==> src/rtl/nanov_pkg.sv <==
// Shared definitions for the nanov bit-serial datapath: ALU op codes,
// default widths and the operand-inversion helper.
package nanov_pkg;

  localparam int XLEN     = 32;
  localparam int CNT_BITS = 5;

  localparam logic [2:0] OP_ADD  = 3'd0;
  localparam logic [2:0] OP_SUB  = 3'd1;
  localparam logic [2:0] OP_AND  = 3'd2;
  localparam logic [2:0] OP_OR   = 3'd3;
  localparam logic [2:0] OP_XOR  = 3'd4;
  localparam logic [2:0] OP_SLT  = 3'd5;
  localparam logic [2:0] OP_SLTU = 3'd6;
  localparam logic [2:0] OP_EQ   = 3'd7;

  typedef enum logic {
    ST_IDLE = 1'b0,
    ST_RUN  = 1'b1
  } alu_state_t;

  // Subtraction-style ops run a + ~b + 1, so rs2 is inverted and carry starts at 1.
  function automatic logic op_inverts_b(input logic [2:0] op_i);
    return (op_i == OP_SUB) || (op_i == OP_SLT) || (op_i == OP_SLTU) || (op_i == OP_EQ);
  endfunction

endpackage

==> src/rtl/nanov_serial_addbit.sv <==
// Single-bit combinational full adder, shared by the serial ALU and the
// PC incrementer.
module nanov_serial_addbit (
  input  logic a,
  input  logic b,
  input  logic cin,
  output logic sum,
  output logic cout
);

  assign sum  = a ^ b ^ cin;
  assign cout = (a & b) | (a & cin) | (b & cin);

endmodule

==> src/rtl/nanov_serial_alu.sv <==
// Bit-serial ALU stage: consumes LSB-first operand streams one bit per
// enabled clock and returns the result bit combinationally for rd.
module nanov_serial_alu
  import nanov_pkg::*;
#(
  parameter int XLEN     = nanov_pkg::XLEN,
  parameter int CNT_BITS = nanov_pkg::CNT_BITS
) (
  input  logic       clk,
  input  logic       rst,
  input  logic       start,
  input  logic [2:0] op,
  input  logic       en,
  input  logic       data_rs1,
  input  logic       data_rs2,
  output logic       data_rd,
  output logic       rd_valid,
  output logic       busy,
  output logic       done,
  output logic       cmp_result
);

  alu_state_t          r_state;
  logic [2:0]          r_op;
  logic [CNT_BITS-1:0] r_cnt;
  logic                r_carry;
  logic                r_eq_acc;
  logic                r_done;
  logic                r_cmp;

  alu_state_t          w_state_nxt;
  logic [2:0]          w_op_nxt;
  logic [CNT_BITS-1:0] w_cnt_nxt;
  logic                w_carry_nxt;
  logic                w_eq_nxt;
  logic                w_done_nxt;
  logic                w_cmp_nxt;

  logic w_b;
  logic w_sum;
  logic w_cout;
  logic w_last;
  logic w_rd;

  assign w_b    = data_rs2 ^ op_inverts_b(r_op);
  assign w_last = (r_cnt == CNT_BITS'(XLEN - 1));

  nanov_serial_addbit u_addbit (
    .a    (data_rs1),
    .b    (w_b),
    .cin  (r_carry),
    .sum  (w_sum),
    .cout (w_cout)
  );

  always_ff @(posedge clk) begin
    if (rst) begin
      r_state  <= ST_IDLE;
      r_op     <= OP_ADD;
      r_cnt    <= '0;
      r_carry  <= 1'b0;
      r_eq_acc <= 1'b1;
      r_done   <= 1'b0;
      r_cmp    <= 1'b0;
    end else begin
      r_state  <= w_state_nxt;
      r_op     <= w_op_nxt;
      r_cnt    <= w_cnt_nxt;
      r_carry  <= w_carry_nxt;
      r_eq_acc <= w_eq_nxt;
      r_done   <= w_done_nxt;
      r_cmp    <= w_cmp_nxt;
    end
  end

  always_comb begin
    w_state_nxt = r_state;
    w_op_nxt    = r_op;
    w_cnt_nxt   = r_cnt;
    w_carry_nxt = r_carry;
    w_eq_nxt    = r_eq_acc;
    w_done_nxt  = 1'b0;
    w_cmp_nxt   = r_cmp;
    case (r_state)
      ST_IDLE: begin
        if (start) begin
          w_state_nxt = ST_RUN;
          w_op_nxt    = op;
          w_cnt_nxt   = '0;
          w_carry_nxt = op_inverts_b(op);
          w_eq_nxt    = 1'b1;
        end
      end
      ST_RUN: begin
        if (en) begin
          w_carry_nxt = w_cout;
          w_eq_nxt    = r_eq_acc & ~(data_rs1 ^ data_rs2);
          w_cnt_nxt   = r_cnt + 1'b1;
          if (w_last) begin
            w_state_nxt = ST_IDLE;
            w_cnt_nxt   = '0;
            w_done_nxt  = 1'b1;
            // On the MSB a differing sign decides SLT; equal signs defer to the difference sign.
            case (r_op)
              OP_EQ:          w_cmp_nxt = r_eq_acc & ~(data_rs1 ^ data_rs2);
              OP_SLTU, OP_SUB: w_cmp_nxt = ~w_cout;
              OP_SLT:         w_cmp_nxt = (data_rs1 != data_rs2) ? data_rs1 : w_sum;
              default:        w_cmp_nxt = r_cmp;
            endcase
          end
        end
      end
      default: w_state_nxt = ST_IDLE;
    endcase
  end

  always_comb begin
    w_rd = 1'b0;
    if (r_state == ST_RUN) begin
      case (r_op)
        OP_AND:                w_rd = data_rs1 & data_rs2;
        OP_OR:                 w_rd = data_rs1 | data_rs2;
        OP_XOR:                w_rd = data_rs1 ^ data_rs2;
        OP_SLT, OP_SLTU, OP_EQ: w_rd = 1'b0;
        default:               w_rd = w_sum;
      endcase
    end
  end

  assign data_rd    = w_rd;
  assign busy       = (r_state == ST_RUN);
  assign rd_valid   = busy & en;
  assign done       = r_done;
  assign cmp_result = r_cmp;

endmodule

==> config.mk <==
export PLATFORM = sky130hd
export DESIGN_NAME = nanov_serial_alu
export DESIGN_NICKNAME = d
export VERILOG_FILES = /design/src/rtl/nanov_pkg.sv /design/src/rtl/nanov_serial_addbit.sv /design/src/rtl/nanov_serial_alu.sv
export SDC_FILE = /design/constraint.sdc
export NUM_CORES = 1
export LEC_CHECK = 0
export BUFFER_PORTS_ARGS = -buffer_cell sky130_fd_sc_hd__buf_2
export CAP_MARGIN = 25
export CORE_MARGIN = 5
export CORE_UTILIZATION = 40
export CTS_BUF_LIST = sky130_fd_sc_hd__clkbuf_8
export CTS_CLUSTER_DIAMETER = 200
export DETAILED_ROUTE_END_ITERATION = 6
export PLACE_DENSITY = 0.6
export SLEW_MARGIN = 20
export SYNTH_ARGS = -nofsm -noshare
export SYNTH_HDL_FRONTEND = slang
export SYNTH_SLANG_ARGS = --single-unit
export TNS_END_PERCENT = 1
==> constraint.sdc <==
create_clock -name clk -period 4.1 [get_ports clk]
set_input_delay 0 -clock clk [delete_from_list [all_inputs] [get_ports clk]]
set_output_delay 0 -clock clk [all_outputs]
set_load 0.005 [all_outputs]
-- Yosys cells after proc, flatten, opt, wreduce, memory -nomap -nowiden
Index checks and enable logic that the tools add are counted.
- register bits after elaboration: 13
- bits in latches: 0
- memory bits (writable): 0
- ROM bits: 0
- bits of input ports: 9
- memories: 0
- add/sub/neg operators: 1
- multiply operators: 0
- divide/modulo/power cells: 0
- magnitude comparators: 0
- equality and inequality tests: 15
- shift-type cells: 0
- multiplexer cells: 19
- bitwise logic cells: 17
- reduce and logical (&&, ||, !) cells: 13
- operator list (kind ; number):
    $eq 3x3->1 const B ; 7
    $mux 5 ; 3
    $mux 1 ; 10
    $pmux 5 s2 ; 1
    $and 1x1->1 ; 6
    $eq 3x1->1 const B ; 2
    $eq 3x2->1 const B ; 2
    $logic_or 1x1->1 ; 6
    $pmux 1 s2 ; 3
    $reduce_or 3->1 ; 2
    $add 5x1->5 const B ; 1
    $eq 5x5->1 const B ; 1
    $ne 2x2->1 const B ; 2
    $not 1->1 ; 4
    $pmux 1 s4 ; 1
    $reduce_and 2->1 ; 2
    $reduce_and 4->1 ; 1
    $xor 1x1->1 ; 4
    $or 1x1->1 ; 3
    $pmux 1 s3 ; 1
    $reduce_bool 3->1 ; 1
    $reduce_or 2->1 ; 1
    $ne 1x1->1 ; 1

-- Depth between registers and ports, before layout
Gate-level depths: netlist (run 1).
- word-level depth: 10
- depth in mapped cells: 8
- depth with buffers taken out: 7

-- Modules after synthesis
From an unflattened synthesis (run 1), not the netlist that was laid out.
- cells, all modules: 79
- area, all modules: 713.2 um^2
- by module, submodules not included (module ; instances ; cells each ; area each (um^2) ; seq. area each (um^2)):
    nanov_serial_alu ; 1 ; 78 ; 693.2 ; 260.2
    nanov_serial_addbit ; 1 ; 1 ; 20.0 ; 0.0

-- Worst setup path before layout (run 1)
No wires, ideal clock.
- path type: register -> register
- start point: register r_op[1]
- end point: register r_cmp (netlist: cmp_result)
- arrival: 1892 ps
- required time: 3971 ps
- slack: 2078 ps
- cell stages (with the launch flop): 9
- path buffers: 1
- period minus slack after synthesis: 2022 ps
- cells stage by stage: dfxtp_1 buf_2 mux2i_1 xnor2_1 fa_1 mux2_2 and3_1 o22ai_1 a311oi_1
- cells in the longest elaborated chain, start to end: 10
- elaborated cells between the ends (all ways): 20
- classes of those cells: eq/ne: 4; mux: 2; bitwise: 8; reduce/logical: 6
- RTL lines (item ; line ; source):
    from (decl) ; nanov_serial_alu.sv:24 ; logic [2:0] r_op;
    from (signal assigned) ; nanov_serial_alu.sv:67 ; r_op <= w_op_nxt;
    $eq 3x1->1 / $eq 3x3->1 (equally long branches) ; nanov_pkg.sv:24, nanov_serial_alu.sv:104 ;
    $logic_or 1x1->1 (3 in a row) ; nanov_pkg.sv:24 ; return (op_i == OP_SUB) || (op_i == OP_SLT) || (op_i == OP_SLTU) || (op_i == OP_EQ);
    $xor 1x1->1 ; nanov_serial_alu.sv:45 ; assign w_b = data_rs2 ^ op_inverts_b(r_op);
    $and 1x1->1 ; nanov_serial_addbit.sv:12 ; assign cout = (a & b) | (a & cin) | (b & cin);
    $or 1x1->1 (2 in a row) ; nanov_serial_addbit.sv:12 ;
    $not 1->1 ; nanov_serial_alu.sv:106 ; OP_SLTU, OP_SUB: w_cmp_nxt = ~w_cout;
    $pmux 1 s3 ; nanov_serial_alu.sv:104 ; case (r_op)
    to (signal assigned) ; nanov_serial_alu.sv:72 ; r_cmp <= w_cmp_nxt;
    to (decl) ; nanov_serial_alu.sv:29 ; logic r_cmp;
Parallel ways exist; a longest one is shown, timed or not.
A chain may end at the register's enable or synchronous reset.

-- Final worst setup path (run 1)
Ends and elaborated chain as after synthesis.

==> flow_metrics.env, run 1 <==
export IMPL_postCtsSetupBuffers=0
export IMPL_drv_cap=0
export IMPL_antenna_found_initial=0
export IMPL_die_x_um=52.6
export IMPL_wl_per_cell_um=11.8
export IMPL_cp_arrival_ns=2.26
export IMPL_drt_wl_total_um=1440
export IMPL_cp_slowest_cell="fa_1"
export IMPL_initial_utilization=0.420
export IMPL_drtAntennaViolNets=0
export IMPL_path_buf_inv=0
export IMPL_status="finished, final reports clean"
export IMPL_finClkSkew_ns=0.00381
export IMPL_worstPathCellList="mux2i_1 -> xnor2_1 -> fa_1 -> mux2_2 -> and3_1 -> o22ai_1 -> a311oi_1"
export IMPL_synth_area_um2=726
export IMPL_core_rowCount=15
export IMPL_dieHeight_um=52.6
export IMPL_tightest_slew_ns=0.578
export IMPL_synthTopCellsByCount="nor2_1, dfxtp_1, mux2i_1, o21ai_0"
export IMPL_reg2reg_slack_ns=1.97
export IMPL_relSlewSlack=0.614
export IMPL_root_buffer="clkbuf_8"
export IMPL_yosysMostFrequentCell="nor2_1"
export IMPL_seq_power_share=0.466
export IMPL_use_met3=0.0342
export IMPL_min_period_ns=2.13
export IMPL_switching_power_mw=0.0752
export IMPL_max_freq_mhz=469
export IMPL_power_per_cell_area_nw_per_um2=347
export IMPL_dr_total_vias=613
export IMPL_gr_usage_met2=0.207
export IMPL_p_comb_frac=0.153
export IMPL_yosys_most_used_dff="dfxtp_1"
export IMPL_synth_top_cell_by_area="dfxtp_1"
export IMPL_synth_area_per_cell_um2=8.64
export IMPL_ys_seq_area_frac=0.359
export IMPL_irDropWorstVdd_v=0.000206
export IMPL_gp_congestion=0.789
export IMPL_overflow=0
export IMPL_busiest_layer="met2"
export IMPL_path_clk_slew_ns=0.06
export IMPL_startpoint_type="register"
export IMPL_drive_gt1_frac=0.227
export IMPL_finalPower_mw=0.294
export IMPL_finish_instance_area_um2=848
export IMPL_synthArstFlopShare=0
export IMPL_cts_buffers=3
export IMPL_syn_to_final_growth_pct=16.9
export IMPL_synth_nets=98
export IMPL_hold_path_end="r_op[0]$_SDFFE_PP0P_"
export IMPL_drtPass1Iterations=4
export IMPL_dp_hpwl_um=1110
export IMPL_synth_top_area_share=0.359
export IMPL_cts_tree="done"
export IMPL_io_pins=14
export IMPL_p_int_mw=0.219
export IMPL_required_ns=4.23
export IMPL_synth_cells=84
export IMPL_fin_tns_setup_ns=0
export IMPL_grt_pass1_vias=617
export IMPL_critPathCaptureType="register"
export IMPL_ys_ff_latch=13
export IMPL_clk_latency_ns=0.24
export IMPL_drv_slew=0
export IMPL_grt_usage=0.124
export IMPL_diodes=0
export IMPL_clockPowerShare=0.381
export IMPL_synth_edf_count=0
export IMPL_cts_sinks=13
export IMPL_grt_use_met1=0.147
export IMPL_drtIter0Drc=9
export IMPL_die_area_um2=2770
export IMPL_cts_hold_buffers=0
export IMPL_io_buffer_count=13
export IMPL_rsz0062_at_grt="false"
export IMPL_sw_frac_of_total=0.256
export IMPL_path_max_fanout=7
export IMPL_grt_pass1_wl_um=2510
export IMPL_viasPerCell=5.02
export IMPL_hold_depth=3
export IMPL_min_from="op[0]"
export IMPL_slowest_delay_ns=0.45
export IMPL_placed_cell_area_um2=803
export IMPL_drc=0
export IMPL_cts_repair_resized=0
export IMPL_min_path_type="primary input to register"
export IMPL_reg2reg_depth=7
export IMPL_finalHoldViolCount=0
export IMPL_p_leak_nw=0.384
export IMPL_finalNetCount=112
export IMPL_grt_max_degree=14
export IMPL_coreArea_um2=1730
export IMPL_ys_types=28
export IMPL_synthTopCellsByArea="dfxtp_1, mux2i_1, nor2_1"
export IMPL_htreeDepth=1
export IMPL_finalCritPeriodShare=0.520
export IMPL_setup_viol=0
export IMPL_r2r_start="r_op[1]$_SDFFE_PP0P_"
export IMPL_cpLargestDelayFamily="multiplexers"
export IMPL_r2r_end="cmp_result$_SDFFE_PP0P_"
export IMPL_yosys_warnings=0
export IMPL_crit_type="register to register"
export IMPL_clockBufferDepth=2
## worst max path at each step
stage	cells past startpoint	slack, ns	start	end
floorplan	8	2.08	r_op[1]$_SDFFE_PP0P_	cmp_result$_SDFFE_PP0P_
global placement	7	2.04	r_op[1]$_SDFFE_PP0P_	cmp_result$_SDFFE_PP0P_
detailed placement	7	1.98	r_op[1]$_SDFFE_PP0P_	cmp_result$_SDFFE_PP0P_
CTS	7	1.96	r_op[1]$_SDFFE_PP0P_	cmp_result$_SDFFE_PP0P_
global route	7	1.81	r_op[1]$_SDFFE_PP0P_	cmp_result$_SDFFE_PP0P_
finish	7	1.97	r_op[1]$_SDFFE_PP0P_	cmp_result$_SDFFE_PP0P_
## cells in the final DEF (no fill, tap or decap), drive strengths merged
master and count:
mux2 1, clkbuf 3, a311oi 1, o21ai 7, nand3b 1, and2 1, fa 1, o22ai 1
a21oi 4, nor2 16, ha 4, and2b 1, xnor2 1, or3 1, or3b 1, a22oi 2
nand2b 2, inv 4, nand3 3, a21boi 1, buf 13, nand2 4, nor2b 1, o311a 1
dfxtp 13, mux2i 7, and3 2
## layout make-up
cell class,count,area [um^2]
clock buffer,3,41.3
clock inverter,1,3.75
fill,187,878
inverter,3,11.3
multi-input combinational,64,435
sequential,13,260
tap,25,31.3
timing repair buffer,13,65.1
## worst reg2reg max path, delay by kind of cell (launching register included)
| kind | cells | cell delay (ns) |
|---|---|---|
| flops | 1 | 0.44 |
| xor+xnor | 1 | 0.16 |
| compound gates | 2 | 0.21 |
| fa+ha+maj | 1 | 0.45 |
| simple gates | 1 | 0.18 |
| mux | 2 | 0.56 |
## per-stage QoR
step,setup slack [ns],instances,util,hold slack (ns)
3_5_place_dp,1.98,118,0.465,0.260
4_1_cts,1.96,122,0.491,0.00975
3_3_place_gp,2.04,118,0.465,0.256
5_1_grt,1.81,122,0.491,0.0156
2_1_floorplan,2.08,84,-,0.0691
6_report,1.97,122,0.491,0.00713
## power groups by stage
stage	combinational [mW]	clock, mW	sequential (mW)
final	0.0452	0.112	0.137
after global routing	0.0513	0.120	0.138
after CTS	0.0456	0.113	0.137
after detailed placement	0.0452	0	0.140
after global placement	0.0442	0	0.139
after floorplan	0.0337	0	0.138
## per-layer routing
layer,part of all wire,up-vias
met5,0,-
met4,0.016,0
met3,0.036,4
met2,0.44,12
met1,0.50,279
li1,-,318
## sequential cells by signal, indices dropped and copies added (netlist names)
register	cells
r_cnt	5
r_op	3
busy	1
cmp_result	1
done	1
r_carry	1
r_eq_acc	1
## kinds of logic after synthesis
kind of cell,share of synthesized area
buf+inv,0.0414
xor+xnor,0.0121
simple gates,0.236
compound gates,0.143
flops,0.359
mux,0.112
fa+ha+maj,0.0966
Note: power is estimated with default switching activity, not from simulation.
==> inputs of run 2 (changes only) <==
clock period = 2.15 ns   (was 4.1 ns; I/O delays follow)
==> run 2 against run 1 <==
Compared with the run above:
- sequential share of layout area shrank 0.56 points
- wire length grew 1.9%
- global-route usage grew 0.61 points
- clock power grew 92%
- fmax grew 5.8%
- via count grew 0.98%
- setup slack lost 1.8 ns
- power grew 93%
- hold slack gained 0.0010 ns
- first-iteration DRC count shrank 11%
- count of clock-buffer cells in the layout is the same
- critical path type unchanged
- largest power group unchanged
==> flow_metrics.env, run 2 (synthesis gave the netlist of run 1 again) <==
export IMPL_relSlewSlack=0.609
export IMPL_grt_pass1_wl_um=2620
export IMPL_cts_tree="done"
export IMPL_io_buffer_count=13
export IMPL_slowest_delay_ns=0.45
export IMPL_rsz0062_at_grt="false"
export IMPL_required_ns=2.28
export IMPL_wl_per_cell_um=11.9
export IMPL_htreeDepth=1
export IMPL_setup_viol=0
export IMPL_finish_instance_area_um2=868
export IMPL_tightest_slew_ns=0.586
export IMPL_drtPass1Iterations=3
export IMPL_irDropWorstVdd_v=0.000324
export IMPL_crit_type="register to register"
export IMPL_pre_cts_ws_ns=0.135
export IMPL_drt_wl_total_um=1470
export IMPL_antenna_found_initial=0
export IMPL_die_area_um2=2770
export IMPL_reg_largest_list="r_cnt: 5 flops, r_op: 3 flops"
export IMPL_root_buffer="clkbuf_8"
export IMPL_critPathCaptureType="register"
export IMPL_grt_pass1_vias=589
export IMPL_drc=0
export IMPL_top_register="r_cnt"
export IMPL_dieHeight_um=52.6
export IMPL_fin_tns_setup_ns=0
export IMPL_drv_slew=0
export IMPL_cp_slowest_cell="fa_1"
export IMPL_drtAntennaViolNets=0
export IMPL_dr_total_vias=619
export IMPL_drive_gt1_frac=0.263
export IMPL_drv_cap=0
export IMPL_grt_max_degree=14
export IMPL_placed_cell_area_um2=811
export IMPL_path_max_fanout=2
export IMPL_finalHoldViolCount=0
export IMPL_mostFrequentLayoutCells="nor2_1, buf_2, dfxtp_1, o21ai_0, mux2i_1"
export IMPL_cts_buffers=3
export IMPL_cts_sinks=13
export IMPL_status="finished, final reports clean"
export IMPL_clk_latency_ns=0.24
export IMPL_min_period_ns=2.01
export IMPL_syn_to_final_growth_pct=19.7
export IMPL_min_path_type="primary input to register"
export IMPL_power_per_cell_area_nw_per_um2=655
export IMPL_finalCritPeriodShare=0.937
export IMPL_gp_congestion=0.855
export IMPL_p_leak_nw=0.394
export IMPL_final_util=0.503
export IMPL_io_pins=14
export IMPL_cts_hold_buffers=0
export IMPL_startpoint_type="register"
export IMPL_dp_hpwl_um=1130
export IMPL_finClkSkew_ns=0.00390
export IMPL_largest_reg_flops=5
export IMPL_diodes=0
export IMPL_initial_utilization=0.420
export IMPL_drtIter0Drc=8
export IMPL_clockBufferDepth=2
export IMPL_max_freq_mhz=497
export IMPL_fin_ws_ns=0.136
export IMPL_cp_arrival_ns=2.14
export IMPL_die_x_um=52.6
export IMPL_finalNetCount=114
export IMPL_final_common_cell="nor2_1"
export IMPL_finalPower_mw=0.569
export IMPL_worstPathCellList="mux2i_2 -> xnor2_1 -> fa_1 -> mux2_2 -> and3_1 -> o22ai_1 -> a311oi_1"
export IMPL_coreArea_um2=1730
export IMPL_overflow=0
export IMPL_viasPerCell=4.99
export IMPL_path_clk_slew_ns=0.06
export IMPL_grt_usage=0.130
export IMPL_core_rowCount=15
run 2: cell count changes in the layout (fill, tap and decap cells not counted), sizes merged:
| cell | before | now |
|---|---|---|
| buf | 13 | 15 |
run 2: what timing repair did:
| item | 4_1_cts | 5_1_grt |
|---|---|---|
| gates resized for setup | 0 | 2 |
| setup buffers | 0 | 1 |
| endpoints found under the setup margin | 0 | 1 |
run 2: worst paths after layout:
check / from / slack, ns / end / cells after the start
hold / removal: start / 0.008 / busy$_SDFF_PP0_ / 3
setup reg to reg: r_op[1]$_SDFFE_PP0P_ / 0.14 / cmp_result$_SDFFE_PP0P_ / 7
setup / recovery: r_op[1]$_SDFFE_PP0P_ / 0.14 / cmp_result$_SDFFE_PP0P_ / 7
hold reg to reg: r_cnt[3]$_SDFFE_PP0P_ / 0.49 / r_cnt[3]$_SDFFE_PP0P_ / 2
run 2: critical path, delay by kind of cell (launching register included):
family	cells	cell delay (ns)
adder cells (fa/ha/maj)	1	0.45
multiplexers	2	0.54
AO/OA/AOI/OAI	2	0.21
AND/OR/NAND/NOR	1	0.18
flip-flops	1	0.36
XOR/XNOR	1	0.16
run 2: power by group:
part,leakage [nW],switching [mW],total [mW],internal [mW]
Sequential,0.106,0.0114,0.261,0.250
Combinational,0.261,0.0464,0.0920,0.0457
Clock,0.0269,0.0892,0.215,0.126
Total,0.394,0.147,0.569,0.422
run 2: stage by stage:
step                hold slack, ns  instances
floorplan                   0.0691         84
global placement             0.254        119
detailed placement           0.265        119
CTS                         0.0117        123
global route                0.0415        124
finish                     0.00814        124
run 2: routing by layer:
metal | GRT usage | vias to the layer above | part of all wire
met5 | 0 | - | 0
met4 | 0.0638 | 0 | 0.020
met3 | 0.0342 | 4 | 0.035
met2 | 0.184 | 10 | 0.43
met1 | 0.180 | 284 | 0.51
li1 | - | 321 | -
run 2: final cells by class:
class	count	area, um^2
Fill cell	195	858
Clock buffer	3	41.3
Inverter	3	11.3
Timing Repair Buffer	15	80.1
Clock inverter	1	3.75
Tap cell	25	31.3
Sequential cell	13	262
Multi-Input combinational cell	64	439
